$ cat config.mk
export PLATFORM = sky130hd
export DESIGN_NAME = projectile_ctrl
export DESIGN_NICKNAME = d
export VERILOG_FILES = /design/src/rtl/projectile_ctrl.sv
export SDC_FILE = /design/constraint.sdc
export NUM_CORES = 1
export LEC_CHECK = 0
export ABC_CLOCK_PERIOD_IN_PS = 2950
export BUFFER_PORTS_ARGS = -buffer_cell sky130_fd_sc_hd__buf_2
export CAP_MARGIN = 10
export CORE_ASPECT_RATIO = 0.5
export CORE_MARGIN = 3
export CORE_UTILIZATION = 35
export CTS_BUF_LIST = sky130_fd_sc_hd__clkbuf_16
export DETAILED_ROUTE_END_ITERATION = 7
export GPL_ROUTABILITY_DRIVEN = 0
export SLEW_MARGIN = 40
export SYNTH_ARGS = -nofsm -noshare
export SYNTH_HDL_FRONTEND = slang
export SYNTH_SLANG_ARGS = --single-unit
$ cat constraint.sdc
create_clock -name frame_clk -period 2.95 [get_ports frame_clk]
set_clock_uncertainty 0.1 [all_clocks]
set_input_delay 0.295 -clock frame_clk [delete_from_list [all_inputs] [get_ports frame_clk]]
set_output_delay 0.295 -clock frame_clk [all_outputs]
set_load 0.05 [all_outputs]
$ cat src/rtl/projectile_ctrl.sv
// rtl/projectile_ctrl.sv - per-frame projectile launch, flight, bounce and target-hit FSM
// Position, exist and direction feed the sprite renderer directly, so every output is a register.
module projectile_ctrl #(
  parameter logic [7:0] FIRE_KEY   = 8'h2C,
  parameter logic [9:0] SPAWN_X    = 10'd90,
  parameter logic [9:0] SPAWN_Y    = 10'd52,
  parameter logic [9:0] MAX_FLIGHT = 10'd600,
  parameter logic [4:0] COOLDOWN   = 5'd16
) (
  input  logic       frame_clk,
  input  logic       Reset,
  input  logic [7:0] keycode,
  input  logic [3:0] turret_angle,
  output logic [9:0] bullet_x,
  output logic [9:0] bullet_y,
  output logic       bullet_exist,
  output logic       bullet_dir,
  output logic       hit_pulse,
  output logic [7:0] score,
  output logic [1:0] state
);

  typedef enum logic [1:0] {
    ST_IDLE   = 2'd0,
    ST_FLIGHT = 2'd1,
    ST_COOL   = 2'd2
  } state_t;

  state_t             cur;
  logic signed [3:0]  vx, vy, tab_vx, tab_vy;
  logic        [9:0]  flight_cnt;
  logic        [4:0]  cool_cnt;
  logic        [7:0]  prev_key;
  logic               fire, hit, left_exit;
  logic signed [10:0] nx, ny;

  always_comb begin
    tab_vx = 4'sd4;
    tab_vy = 4'sd0;
    case (turret_angle)
      4'd0: begin tab_vx = 4'sd0; tab_vy = -4'sd4; end
      4'd1: begin tab_vx = 4'sd2; tab_vy = -4'sd3; end
      4'd2: begin tab_vx = 4'sd3; tab_vy = -4'sd3; end
      4'd3: begin tab_vx = 4'sd3; tab_vy = -4'sd2; end
      4'd5: begin tab_vx = 4'sd3; tab_vy = 4'sd2;  end
      4'd6: begin tab_vx = 4'sd3; tab_vy = 4'sd3;  end
      4'd7: begin tab_vx = 4'sd2; tab_vy = 4'sd3;  end
      4'd8: begin tab_vx = 4'sd0; tab_vy = 4'sd4;  end
      default: begin tab_vx = 4'sd4; tab_vy = 4'sd0; end
    endcase
  end

  assign fire = (keycode == FIRE_KEY) && (prev_key != FIRE_KEY);
  assign nx   = $signed({1'b0, bullet_x}) + $signed({{7{vx[3]}}, vx});
  assign ny   = $signed({1'b0, bullet_y}) + $signed({{7{vy[3]}}, vy});
  // 40x10 box against target [590,640)x[380,480), on the pre-move position
  assign hit  = (bullet_x > 10'd550) && (bullet_x < 10'd640) &&
                (bullet_y > 10'd370) && (bullet_y < 10'd480);
  assign left_exit = vx[3] && (nx <= 11'sd10);
  assign state = cur;

  always_ff @(posedge frame_clk or posedge Reset) begin
    if (Reset) begin
      cur          <= ST_IDLE;
      bullet_x     <= SPAWN_X;
      bullet_y     <= SPAWN_Y;
      bullet_exist <= 1'b0;
      bullet_dir   <= 1'b0;
      hit_pulse    <= 1'b0;
      score        <= 8'd0;
      vx           <= 4'sd0;
      vy           <= 4'sd0;
      flight_cnt   <= 10'd0;
      cool_cnt     <= 5'd0;
      prev_key     <= 8'd0;
    end else begin
      prev_key  <= keycode;
      hit_pulse <= 1'b0;
      case (cur)
        ST_IDLE: begin
          if (fire) begin
            vx           <= tab_vx;
            vy           <= tab_vy;
            bullet_x     <= SPAWN_X;
            bullet_y     <= SPAWN_Y;
            bullet_exist <= 1'b1;
            bullet_dir   <= 1'b0;
            flight_cnt   <= 10'd0;
            cur          <= ST_FLIGHT;
          end
        end
        ST_FLIGHT: begin
          if (hit) begin
            hit_pulse    <= 1'b1;
            score        <= (score == 8'hFF) ? score : score + 8'd1;
            bullet_exist <= 1'b0;
            cool_cnt     <= 5'd0;
            cur          <= ST_COOL;
          end else if (flight_cnt == MAX_FLIGHT - 10'd1 || left_exit) begin
            bullet_exist <= 1'b0;
            cool_cnt     <= 5'd0;
            cur          <= ST_COOL;
          end else begin
            if (ny < 11'sd0) begin
              bullet_y <= 10'd0;
              vy       <= -vy;
            end else if (ny > 11'sd469) begin
              bullet_y <= 10'd469;
              vy       <= -vy;
            end else begin
              bullet_y <= ny[9:0];
            end
            if (nx >= 11'sd599) begin
              bullet_x   <= 10'd599;
              vx         <= -vx;
              bullet_dir <= 1'b1;
            end else begin
              bullet_x <= nx[9:0];
            end
            flight_cnt <= flight_cnt + 10'd1;
          end
        end
        ST_COOL: begin
          if (cool_cnt == COOLDOWN - 5'd1) begin
            cool_cnt <= 5'd0;
            cur      <= ST_IDLE;
          end else begin
            cool_cnt <= cool_cnt + 5'd1;
          end
        end
        default: cur <= ST_IDLE;
      endcase
    end
  end

endmodule

==> impl_metrics.json <==
{
  "critPathSlowestCell": "fa_2",
  "regToRegSetupSlack_ns": -0.07,
  "wl_um": 10500,
  "grt_start_max_net_pins": 65,
  "status": "complete, but fails checks",
  "synth_warnings": 0,
  "fillCellCount": 1049,
  "async_flop_share": 1.00,
  "vias_per_cell": 5.12,
  "crit_top_cell": "mux2_4",
  "cts_buffers": 9,
  "grtUsageTotal": 0.163,
  "path_clk_slew_ns": 0.05,
  "vdd_drop_max_uv": 498,
  "worstReg2RegEnd": "bullet_y[8]",
  "relSlewSlack": 0.606,
  "end_kind": "flip-flop",
  "seq_area_frac_synth": 0.386,
  "cap_viol_max_count": 0,
  "start_util": 0.369,
  "layout_min_cycle_time_ns": 3.02,
  "nets": 600,
  "die_area_um2": 13400,
  "final_area_um2": 5550,
  "drc_errors": 0,
  "antenna_found_initial": 0,
  "p_int_mw": 3.83,
  "cp_max_fo": 10,
  "io_pins": 47,
  "clock_path_buffers": 2,
  "ant_nets": 0,
  "finalPower_mw": 6.95,
  "slowest_delay_ns": 0.41,
  "synth_most_common_cell": "dfrtp_1",
  "vias": 3680,
  "clk_latency_ns": 0.33,
  "ys.flop_type": "dfrtp_1",
  "place_area_um2": 5040,
  "cts_tree": "built",
  "worstReg2RegStart": "vx[0]",
  "core_area_um2": 11300,
  "first_pass_iters": 4,
  "setup.worst_path.start_class": "flip-flop",
  "switching_share": 0.450,
  "place_inst": 686,
  "h-tree-depth": 3,
  "cts.sinks": 64,
  "grt_pass1_wl_um": 17900,
  "holdWs_ns": -0.00331,
  "synth_edf_count": 0,
  "rsz0062_at_grt": "yes",
  "cp_data_arrival_time_ns": 3.12,
  "yosys-top-cells-area": "dfrtp_1 34%, ha_1 8.4%, dfstp_2 4.4%",
  "crit_type": "reg2reg",
  "die_y_um": 83.2,
  "setup_viol": 10,
  "synth.distinct_cells": 73,
  "place_ws_ns": -0.119,
  "diodes": 0,
  "synth_top_area_frac": 0.342,
  "hpwl_um": 7750,
  "worstMarginPinSlew_ns": 0.591,
  "fmax_mhz": 331,
  "slew_violations": 0,
  "synthCells": 429,
  "die_x_um": 160,
  "finalHoldViolations": 4,
  "yosysTopAreaCell": "dfrtp_1",
  "hold_class": "in2async",
  "r2r_cells": 12,
  "wl_per_cell_um": 14.6,
  "drt_iter0_markers": 158,
  "ys_ff_latch": 64,
  "period_share": 1.02,
  "cts-root-buf": "clkbuf_16",
  "synth_common_cells": "57 x dfrtp_1, 30 x a21oi_1, 29 x inv_1, 29 x nand2_1, 28 x ha_1",
  "post-route-util": 0.490,
  "power_density_nw_per_um2": 1250,
  "syn_nets": 473,
  "fin_ws_ns": -0.0668,
  "violations": "hold timing, setup timing",
  "worstSetupStartpoint": "vx[0]",
  "fin_cells": 719,
  "syn_area_um2": 4180,
  "syn_avg_cell_area_um2": 9.73,
  "p_leak_nw": 2.64,
  "grt_pass1_vias": 3766,
  "finalSetupTns_ns": -0.423,
  "crit_end": "bullet_y[8]",
  "portBuffers": 46,
  "grt-ovfl-total": 0,
  "layout-drive-gt1-share": 0.336,
  "combPwrFrac": 0.658,
  "placementRows": 27,
  "netSwitchingPower_mw": 3.13,
  "clock_power_share": 0.134,
  "areaGrowthSynthToFinish_pct": 32.9,
  "pwr-share-seq": 0.207,
  "worstPathRequired_ns": 3.06,
  "crit_path_cell_trace": "ha_2 > inv_2 > fa_2 > nor2b_4 > o22a_1 > mux2_4 > a211oi_2 > and4_4 > o22ai_4 > or2_4 > buf_12 > mux2_4"
}
## sequential cells by signal, summed over array words and instances, names as in the netlist
name          cells
score             8
bullet_x         10
vy                4
prev_key          8
bullet_dir        1
bullet_y         10
flight_cnt       10
vx                4
hit_pulse         1
bullet_exist      1
state             2
cool_cnt          5
## worst max-delay path, delay by kind of cell (launching register included)
family / cells / cell delay [ns]
flops: 1 / 0.36
fa+ha+maj: 2 / 0.61
buf+inv: 2 / 0.19
simple gates: 3 / 0.65
mux: 2 / 0.60
compound gates: 3 / 0.39
## final cells by class
class,instances,area (um2),share of cell area
tap,159,199,0.0358
clock buffer,9,225,0.0406
clock inverter,6,37.5,0.00676
multi-input combinational,324,2460,0.444
timing repair buffer,128,897,0.162
inverter,29,109,0.0196
sequential,64,1620,0.291
## logic make-up after synthesis
| family | count (synthesis) | synth area share |
|---|---|---|
| and+or+nand+nor | 134 | 0.174 |
| xor gates and xnor gates | 23 | 0.0482 |
| muxes | 22 | 0.0605 |
| buffers and inverters | 41 | 0.0443 |
| AOI/OAI and AO/OA | 115 | 0.194 |
| adders and majority gates | 30 | 0.0935 |
| DFF | 64 | 0.386 |
## placed cells by master, fill, tap and decap left out, drive strengths merged, types with 7 or more instances in the layout
| master | synthesis | routed |
|---|---|---|
| buf | 5 | 120 |
| dfrtp | 57 | 57 |
| a21oi | 30 | 30 |
| nand2 | 29 | 29 |
| inv | 29 | 29 |
| ha | 28 | 28 |
| o21ai | 24 | 24 |
| nor2 | 19 | 19 |
| nand3 | 17 | 17 |
| xnor2 | 15 | 15 |
| mux2i | 14 | 14 |
| nor3 | 11 | 11 |
| nand4 | 9 | 9 |
| clkbuf | 7 | 9 |
| xor2 | 8 | 8 |
| dlygate4sd3 | 0 | 8 |
| mux2 | 8 | 8 |
| or3 | 8 | 8 |
| a21o | 7 | 7 |
| dfstp | 7 | 7 |
## power by group through the flow
stage	clock network (mW)	logic (mW)	registers (mW)
floorplan	0	2.34	1.84
global route	1.01	5.04	1.49
CTS	0.963	4.41	1.44
finish	0.935	4.58	1.44
detailed placement	0	4.19	1.45
global placement	0	4.14	1.45
## worst min-delay path by stage
| stage | cells after the start | endpoint | from |
|---|---|---|---|
| after detailed placement | 1 | prev_key[2] | keycode[2] |
| after floorplan | 0 | prev_key[0] | keycode[0] |
| final | 3 | bullet_exist | Reset |
| after CTS | 3 | prev_key[4] | Reset |
| after global placement | 1 | prev_key[6] | keycode[6] |
| after global routing | 3 | prev_key[4] | Reset |
## repair_timing
action                                  CTS  global route
endpoints found under the setup margin   26            37
setup buffers                             7             3
hold buffers                              8             0
pin swaps                                 7             6
endpoints found under the hold margin     8             0
gates resized for setup                  11            16
## routing by layer
layer | vias up | track usage | wire (um) | share of wire
met3 | 12 | 0.0453 | 479 | 0.046
met2 | 71 | 0.252 | 4600 | 0.44
met5 | - | 0 | 0 | 0
met1 | 1755 | 0.224 | 5310 | 0.51
li1 | 1842 | - | - | -
met4 | 0 | 0.0449 | 108 | 0.010
(Power assumes the default switching activity.)
